===== config.mk =====
export PLATFORM = sky130hd
export DESIGN_NAME = pipeline_hazard_ctrl_flat
export DESIGN_NICKNAME = d
export VERILOG_FILES = /design/src/rtl/pipeline_hazard_ctrl_pkg.sv /design/src/rtl/pipeline_hazard_ctrl_if.sv /design/src/rtl/pipeline_hazard_ctrl_fwd_unit.sv /design/src/rtl/pipeline_hazard_ctrl.sv /design/src/flat_wrapper.sv
export SDC_FILE = /design/constraint.sdc
export NUM_CORES = 1
export LEC_CHECK = 0
export BUFFER_PORTS_ARGS = -buffer_cell sky130_fd_sc_hd__buf_2
export CORE_ASPECT_RATIO = 0.8
export CORE_UTILIZATION = 45
export CTS_BUF_LIST = sky130_fd_sc_hd__clkbuf_8
export DETAILED_ROUTE_END_ITERATION = 12
export PLACE_DENSITY = 0.74
export SYNTH_ARGS = -nofsm -noshare
export SYNTH_HDL_FRONTEND = slang
export SYNTH_HIERARCHICAL = 1
export SYNTH_SLANG_ARGS = --single-unit

===== constraint.sdc =====
create_clock -name clk -period 2.43 [get_ports clk]
set_input_delay 0.243 -clock clk [delete_from_list [all_inputs] [get_ports clk]]
set_output_delay 0.243 -clock clk [all_outputs]
set_load 0.1 [all_outputs]

===== src/rtl/pipeline_hazard_ctrl_pkg.sv =====
// Shared types for the hazard controller and the EX operand muxes.
// Forward-select encoding must match the datapath mux wiring.
package pipeline_hazard_ctrl_pkg;

  localparam int REG_W = 5;

  typedef logic [REG_W-1:0] reg_idx_t;

  typedef enum logic [1:0] {
    FWD_RF    = 2'b00,
    FWD_MEMWB = 2'b01,
    FWD_EXMEM = 2'b10
  } fwd_sel_t;

  typedef enum logic [1:0] {
    RUN   = 2'd0,
    STALL = 2'd1,
    FLUSH = 2'd2
  } hz_state_t;

endpackage


===== src/rtl/pipeline_hazard_ctrl_if.sv =====
// Datapath <-> hazard controller bundle.
// master = datapath side, slave = controller side.
interface pipeline_hazard_ctrl_if #(
  parameter int CNT_W = 16
);
  import pipeline_hazard_ctrl_pkg::*;

  reg_idx_t id_rs;
  reg_idx_t id_rt;
  logic     id_uses_rt;
  reg_idx_t ex_rs;
  reg_idx_t ex_rt;
  logic     idex_memread;
  reg_idx_t idex_dst;
  logic     exmem_regwrite;
  reg_idx_t exmem_dst;
  logic     memwb_regwrite;
  reg_idx_t memwb_dst;
  logic     branch_taken;

  logic     pc_write;
  logic     ifid_write;
  logic     ifid_flush;
  logic     idex_bubble;
  logic     exmem_flush;
  fwd_sel_t fwd_a;
  fwd_sel_t fwd_b;
  logic [CNT_W-1:0] stall_cnt;
  logic [CNT_W-1:0] flush_cnt;

  modport master (
    output id_rs, id_rt, id_uses_rt, ex_rs, ex_rt,
    output idex_memread, idex_dst,
    output exmem_regwrite, exmem_dst,
    output memwb_regwrite, memwb_dst,
    output branch_taken,
    input  pc_write, ifid_write, ifid_flush,
    input  idex_bubble, exmem_flush,
    input  fwd_a, fwd_b, stall_cnt, flush_cnt
  );

  modport slave (
    input  id_rs, id_rt, id_uses_rt, ex_rs, ex_rt,
    input  idex_memread, idex_dst,
    input  exmem_regwrite, exmem_dst,
    input  memwb_regwrite, memwb_dst,
    input  branch_taken,
    output pc_write, ifid_write, ifid_flush,
    output idex_bubble, exmem_flush,
    output fwd_a, fwd_b, stall_cnt, flush_cnt
  );

endinterface


===== src/rtl/pipeline_hazard_ctrl_fwd_unit.sv =====
// EX operand forwarding compare, two lanes (OP1 from rs, OP2 from rt).
// EX/MEM is checked first so the youngest producer wins.
module pipeline_hazard_ctrl_fwd_unit
  import pipeline_hazard_ctrl_pkg::*;
(
  input  logic     v_mem_i,
  input  logic     v_wb_i,
  input  logic     exmem_regwrite_i,
  input  reg_idx_t exmem_dst_i,
  input  logic     memwb_regwrite_i,
  input  reg_idx_t memwb_dst_i,
  input  reg_idx_t ex_rs_i,
  input  reg_idx_t ex_rt_i,
  output fwd_sel_t fwd_a_o,
  output fwd_sel_t fwd_b_o
);

  logic mem_ok;
  logic wb_ok;

  assign mem_ok = v_mem_i & exmem_regwrite_i
                & (exmem_dst_i != '0);
  assign wb_ok  = v_wb_i & memwb_regwrite_i
                & (memwb_dst_i != '0);

  always_comb begin
    fwd_a_o = FWD_RF;
    fwd_b_o = FWD_RF;
    if (mem_ok && exmem_dst_i == ex_rs_i)
      fwd_a_o = FWD_EXMEM;
    else if (wb_ok && memwb_dst_i == ex_rs_i)
      fwd_a_o = FWD_MEMWB;
    if (mem_ok && exmem_dst_i == ex_rt_i)
      fwd_b_o = FWD_EXMEM;
    else if (wb_ok && memwb_dst_i == ex_rt_i)
      fwd_b_o = FWD_MEMWB;
  end

endmodule


===== src/rtl/pipeline_hazard_ctrl.sv =====
// Load-use stall, branch flush and forwarding control for the
// 5-stage pipeline, with per-stage valid tracking and perf counters.
module pipeline_hazard_ctrl
  import pipeline_hazard_ctrl_pkg::*;
#(
  parameter int LOAD_STALL_CYCLES = 1,
  parameter int CNT_W             = 16
) (
  input logic clk,
  input logic rst,
  pipeline_hazard_ctrl_if.slave hz
);

  localparam logic [1:0] STALL_INIT = 2'(LOAD_STALL_CYCLES - 1);

  hz_state_t  state_q, state_d;
  logic [1:0] left_q, left_d;
  logic       v_id_q, v_ex_q, v_mem_q, v_wb_q;
  logic [CNT_W-1:0] stall_cnt_q, flush_cnt_q;

  logic lu;
  logic pc_we, ifid_we, ifid_fl, bubble, exmem_fl;

  assign lu = v_ex_q & (state_q != FLUSH)
            & hz.idex_memread & (hz.idex_dst != '0)
            & ((hz.idex_dst == hz.id_rs)
              | (hz.id_uses_rt & (hz.idex_dst == hz.id_rt)));

  always_comb begin
    pc_we    = 1'b1;
    ifid_we  = 1'b1;
    ifid_fl  = 1'b0;
    bubble   = 1'b0;
    exmem_fl = 1'b0;
    state_d  = state_q;
    left_d   = left_q;
    if (hz.branch_taken) begin
      ifid_fl  = 1'b1;
      bubble   = 1'b1;
      exmem_fl = 1'b1;
      state_d  = FLUSH;
    end else begin
      unique case (state_q)
        RUN: if (lu) begin
          pc_we   = 1'b0;
          ifid_we = 1'b0;
          bubble  = 1'b1;
          left_d  = STALL_INIT;
          state_d = (STALL_INIT == 2'd0) ? RUN : STALL;
        end
        STALL: begin
          pc_we   = 1'b0;
          ifid_we = 1'b0;
          bubble  = 1'b1;
          left_d  = left_q - 2'd1;
          if (left_q == 2'd1) state_d = RUN;
        end
        FLUSH:   state_d = RUN;
        default: state_d = RUN;
      endcase
    end
    // Reset dominates so buffers holding junk cannot stall or flush.
    if (rst) begin
      pc_we    = 1'b1;
      ifid_we  = 1'b1;
      ifid_fl  = 1'b0;
      bubble   = 1'b0;
      exmem_fl = 1'b0;
      state_d  = RUN;
      left_d   = '0;
    end
  end

  always_ff @(posedge clk) begin
    if (rst) begin
      state_q     <= RUN;
      left_q      <= '0;
      v_id_q      <= 1'b0;
      v_ex_q      <= 1'b0;
      v_mem_q     <= 1'b0;
      v_wb_q      <= 1'b0;
      stall_cnt_q <= '0;
      flush_cnt_q <= '0;
    end else begin
      state_q <= state_d;
      left_q  <= left_d;
      v_wb_q  <= v_mem_q;
      v_mem_q <= v_ex_q & ~exmem_fl;
      v_ex_q  <= v_id_q & ~bubble;
      if (ifid_fl)      v_id_q <= 1'b0;
      else if (ifid_we) v_id_q <= 1'b1;
      if (!pc_we && stall_cnt_q != '1)
        stall_cnt_q <= stall_cnt_q + CNT_W'(1);
      if (hz.branch_taken && flush_cnt_q != '1)
        flush_cnt_q <= flush_cnt_q + CNT_W'(1);
    end
  end

  pipeline_hazard_ctrl_fwd_unit u_fwd (
    .v_mem_i          (v_mem_q & ~rst),
    .v_wb_i           (v_wb_q & ~rst),
    .exmem_regwrite_i (hz.exmem_regwrite),
    .exmem_dst_i      (hz.exmem_dst),
    .memwb_regwrite_i (hz.memwb_regwrite),
    .memwb_dst_i      (hz.memwb_dst),
    .ex_rs_i          (hz.ex_rs),
    .ex_rt_i          (hz.ex_rt),
    .fwd_a_o          (hz.fwd_a),
    .fwd_b_o          (hz.fwd_b)
  );

  assign hz.pc_write    = pc_we;
  assign hz.ifid_write  = ifid_we;
  assign hz.ifid_flush  = ifid_fl;
  assign hz.idex_bubble = bubble;
  assign hz.exmem_flush = exmem_fl;
  assign hz.stall_cnt   = stall_cnt_q;
  assign hz.flush_cnt   = flush_cnt_q;

endmodule


===== src/flat_wrapper.sv =====
// flat-port wrapper written by rule: the top's interface ports become plain ports
module pipeline_hazard_ctrl_flat import pipeline_hazard_ctrl_pkg::*;
#(
  parameter int LOAD_STALL_CYCLES = 1,
  parameter int CNT_W             = 16
)
  (clk, rst, hz_id_rs, hz_id_rt, hz_id_uses_rt, hz_ex_rs, hz_ex_rt, hz_idex_memread, hz_idex_dst, hz_exmem_regwrite, hz_exmem_dst, hz_memwb_regwrite, hz_memwb_dst, hz_branch_taken, hz_pc_write, hz_ifid_write, hz_ifid_flush, hz_idex_bubble, hz_exmem_flush, hz_fwd_a, hz_fwd_b, hz_stall_cnt, hz_flush_cnt);
  pipeline_hazard_ctrl_if #(.CNT_W(CNT_W)) hz_i ();
  input logic clk;
  input logic rst;
  input wire logic [$bits(hz_i.id_rs)-1:0] hz_id_rs;
  input wire logic [$bits(hz_i.id_rt)-1:0] hz_id_rt;
  input wire logic [$bits(hz_i.id_uses_rt)-1:0] hz_id_uses_rt;
  input wire logic [$bits(hz_i.ex_rs)-1:0] hz_ex_rs;
  input wire logic [$bits(hz_i.ex_rt)-1:0] hz_ex_rt;
  input wire logic [$bits(hz_i.idex_memread)-1:0] hz_idex_memread;
  input wire logic [$bits(hz_i.idex_dst)-1:0] hz_idex_dst;
  input wire logic [$bits(hz_i.exmem_regwrite)-1:0] hz_exmem_regwrite;
  input wire logic [$bits(hz_i.exmem_dst)-1:0] hz_exmem_dst;
  input wire logic [$bits(hz_i.memwb_regwrite)-1:0] hz_memwb_regwrite;
  input wire logic [$bits(hz_i.memwb_dst)-1:0] hz_memwb_dst;
  input wire logic [$bits(hz_i.branch_taken)-1:0] hz_branch_taken;
  output wire logic [$bits(hz_i.pc_write)-1:0] hz_pc_write;
  output wire logic [$bits(hz_i.ifid_write)-1:0] hz_ifid_write;
  output wire logic [$bits(hz_i.ifid_flush)-1:0] hz_ifid_flush;
  output wire logic [$bits(hz_i.idex_bubble)-1:0] hz_idex_bubble;
  output wire logic [$bits(hz_i.exmem_flush)-1:0] hz_exmem_flush;
  output wire logic [$bits(hz_i.fwd_a)-1:0] hz_fwd_a;
  output wire logic [$bits(hz_i.fwd_b)-1:0] hz_fwd_b;
  output wire logic [$bits(hz_i.stall_cnt)-1:0] hz_stall_cnt;
  output wire logic [$bits(hz_i.flush_cnt)-1:0] hz_flush_cnt;
  assign hz_i.id_rs = hz_id_rs;
  assign hz_i.id_rt = hz_id_rt;
  assign hz_i.id_uses_rt = hz_id_uses_rt;
  assign hz_i.ex_rs = hz_ex_rs;
  assign hz_i.ex_rt = hz_ex_rt;
  assign hz_i.idex_memread = hz_idex_memread;
  assign hz_i.idex_dst = hz_idex_dst;
  assign hz_i.exmem_regwrite = hz_exmem_regwrite;
  assign hz_i.exmem_dst = hz_exmem_dst;
  assign hz_i.memwb_regwrite = hz_memwb_regwrite;
  assign hz_i.memwb_dst = hz_memwb_dst;
  assign hz_i.branch_taken = hz_branch_taken;
  assign hz_pc_write = hz_i.pc_write;
  assign hz_ifid_write = hz_i.ifid_write;
  assign hz_ifid_flush = hz_i.ifid_flush;
  assign hz_idex_bubble = hz_i.idex_bubble;
  assign hz_exmem_flush = hz_i.exmem_flush;
  assign hz_fwd_a = hz_i.fwd_a;
  assign hz_fwd_b = hz_i.fwd_b;
  assign hz_stall_cnt = hz_i.stall_cnt;
  assign hz_flush_cnt = hz_i.flush_cnt;
  pipeline_hazard_ctrl #(.LOAD_STALL_CYCLES(LOAD_STALL_CYCLES), .CNT_W(CNT_W)) u_core (.clk(clk), .rst(rst), .hz(hz_i));
endmodule

==> impl_metrics.tcl <==
set metrics [dict create \
    cts_buffers 5 \
    wirelength_um 5570 \
    drv_cap 0 \
    io_buffers 82 \
    critical_path_class "primary input to output pin" \
    post-place-ws_ns 0.332 \
    power_density_nw_per_um2 424 \
    die_h_um 65.5 \
    ctsHoldBuffers 0 \
    dieArea_um2 5330 \
    synth_nets 308 \
    start_util_pct 48.2 \
    first_iter_violations 115 \
    area_growth_pct 30.0 \
    rsz0062_at_grt "false" \
    grt_pass1_wl_um 8940 \
    grt_max_degree 34 \
    skew_ns 0.00909 \
    startpoint_type "primary input" \
    clk_path_buf_depth 2 \
    viasPerCell 5.51 \
    synth-edff-count 0 \
    io_pins 83 \
    grt_pass1_vias 1983 \
    hold_viol_final 0 \
    htreeDepth 2 \
    clock.fmax_mhz 480 \
    yosysSeqAreaShare_pct 32.6 \
    antenna_found_initial 0 \
    worst_pin_slew_ns 0.490 \
    hpwl_um 4250 \
    drc 0 \
    status "finished clean" \
    async_reset_ff_share_pct 0 \
    core_um2 4710 \
    detail_route.first_pass.iterations 4 \
    postSynthAreaPerCell_um2 8.60 \
    ys_warn_count 6 \
    end_kind "output pin" \
    diodes 0 \
    cellLeakagePower_nw 1.24 \
    hold_slack_ns 0.321 \
    vias 2228 \
    overflow 0 \
    crit_fanout 3 \
    gp_congestion 0.778 \
    track_usage_pct 21.5 \
    avgRoutedWirePerCell_um 13.8 \
    cts.repair.resized 0 \
    slew_headroom_pct 66.9 \
    worstPathArrival_ns 1.84 \
    synthFlopType "dfxtp_1" \
    drive_gt1_share_pct 36.3 \
    required_ns 2.19 \
    syn_area_um2 2270 \
    min_period_over_period_pct 85.8 \
    root_buffer "clkbuf_8" \
    row_count 22 \
    setup_viol 0 \
    synth.distinct_cells 54 \
    cts_setup_buffers 0 \
    cts.sinks 37 \
    ir_drop_v 0.000201 \
    cts_tree "built" \
    synth_seq_cells 37 \
    drv_slew 0 \
    hp-class "primary input to flip-flop" \
    setup_ws_ns 0.346 \
    drtAntennaViolNets 0 \
    nets 388 \
    fin_tns_setup_ns 0 \
    synthCells 264 \
    clk_pin_slew_ns 0.07 \
    clock_latency_ns 0.28 \
    period_minus_slack_ns 2.08 \
    die_w_um 81.4 \
]
==> path summary, 6_finish.rpt <==
kind,start,end,slack (ns),depth (start not counted)
min,rst,u_core/state_q[1],0.32,2
max,hz_exmem_dst[3],hz_fwd_b[0],0.35,6
max reg2reg,u_core/hz.stall_cnt[0],u_core/hz.stall_cnt[7],0.42,6
min reg2reg,u_core/v_ex_q,u_core/v_mem_q,0.46,1
==> critical path: stages <==
cell and delay, ns:
buf_2 0.12, or4_1 0.58, o211ai_4 0.26, nor4_4 0.10, nor3_4 0.10, buf_2 0.44
==> synth_stat cells, types with 3 or more instances <==
| cell type | n | area, um^2 |
|---|---|---|
| clkbuf_1 | 5 | 18.8 |
| nor2_1 | 32 | 120 |
| nor2b_1 | 11 | 68.8 |
| nand3_1 | 13 | 65.1 |
| a21oi_1 | 11 | 55.1 |
| or4_1 | 7 | 52.6 |
| o31ai_1 | 4 | 30.0 |
| dfxtp_1 | 37 | 741 |
| o21ai_0 | 5 | 25.0 |
| o311ai_1 | 3 | 26.3 |
| or3_1 | 3 | 18.8 |
| and3_1 | 3 | 18.8 |
| nor3_1 | 14 | 70.1 |
| nor4_1 | 5 | 31.3 |
| inv_1 | 4 | 15.0 |
| xor2_1 | 27 | 236 |
| nand4_1 | 12 | 75.1 |
| xnor2_1 | 14 | 123 |
| nand2_1 | 7 | 26.3 |
| and4_1 | 3 | 26.3 |
| mux2_1 | 5 | 56.3 |
==> per-stage QoR <==
step | total power (W) | std cells | area (um^2) | util, %
after floorplan | 0.000768 | 264 | 2390 | -
final | 0.00125 | 404 | 2950 | 62.7
after detailed placement | 0.000839 | 397 | 2860 | 60.8
after CTS | 0.00126 | 404 | 2950 | 62.7
after global routing | 0.00130 | 404 | 2950 | 62.7
after global placement | 0.000836 | 397 | 2860 | 60.8
==> cell usage in the layout, fill, tap and decap left out, drive strengths merged, types with 2 or more instances in the layout <==
| cell type | instances |
|---|---|
| buf | 84 |
| dfxtp | 37 |
| ha | 2 |
| nand4 | 13 |
| nand2b | 2 |
| nor2b | 11 |
| xnor2 | 14 |
| nand3 | 13 |
| or3 | 3 |
| o41ai | 2 |
| clkbuf | 6 |
| o211ai | 2 |
| nor3 | 14 |
| o31ai | 4 |
| and4 | 3 |
| nor2 | 32 |
| nor4 | 7 |
| a21oi | 12 |
| o21ai | 6 |
| or4 | 7 |
| inv | 5 |
| o311ai | 3 |
| nand2 | 8 |
| nor4b | 2 |
| mux2 | 6 |
| and3 | 4 |
| xor2 | 27 |
==> routing by layer <==
metal	share of wire [%]	routed length, um	GRT usage, %
met5	0	0	0
met4	0.29	16	4.91
met2	46	2590	34.9
met1	47	2620	28.1
met3	6.3	350	5.69
==> power by group <==
part	leakage (nW)	internal, W	switching, W
clock network	0.0485	0.000221	0.000206
logic	0.879	0.0000737	0.000135
registers	0.307	0.000612	0.00000454
==> kinds of logic (layout without fill, tap and decap cells) <==
| family | count (synthesis) | after routing | synth area share [%] |
|---|---|---|---|
| mux | 7 | 7 | 3.58 |
| simple gates | 125 | 125 | 31.3 |
| fa+ha+maj | 2 | 2 | 1.10 |
| flops | 37 | 37 | 32.6 |
| buf+inv | 15 | 95 | 3.20 |
| xor+xnor | 41 | 41 | 15.8 |
| compound gates | 37 | 37 | 12.4 |
==> registers in the layout, indices dropped and copies added (netlist names) <==
name	flops
u_core/hz.flush_cnt	16
u_core/hz.stall_cnt	16
u_core/state_q	1
u_core/v_ex_q	1
u_core/v_id_q	1
u_core/v_mem_q	1
u_core/v_wb_q	1
==> cell type report <==
class                      count  area, um^2
timing repair buffer          84         485
sequential                    37         761
clock inverter                 1        3.75
inverter                       4        15.0
clock buffer                   6        82.6
tap                           60        75.1
multi-input combinational    212        1530
fill                         419        1760
(Power assumes the default switching activity.)
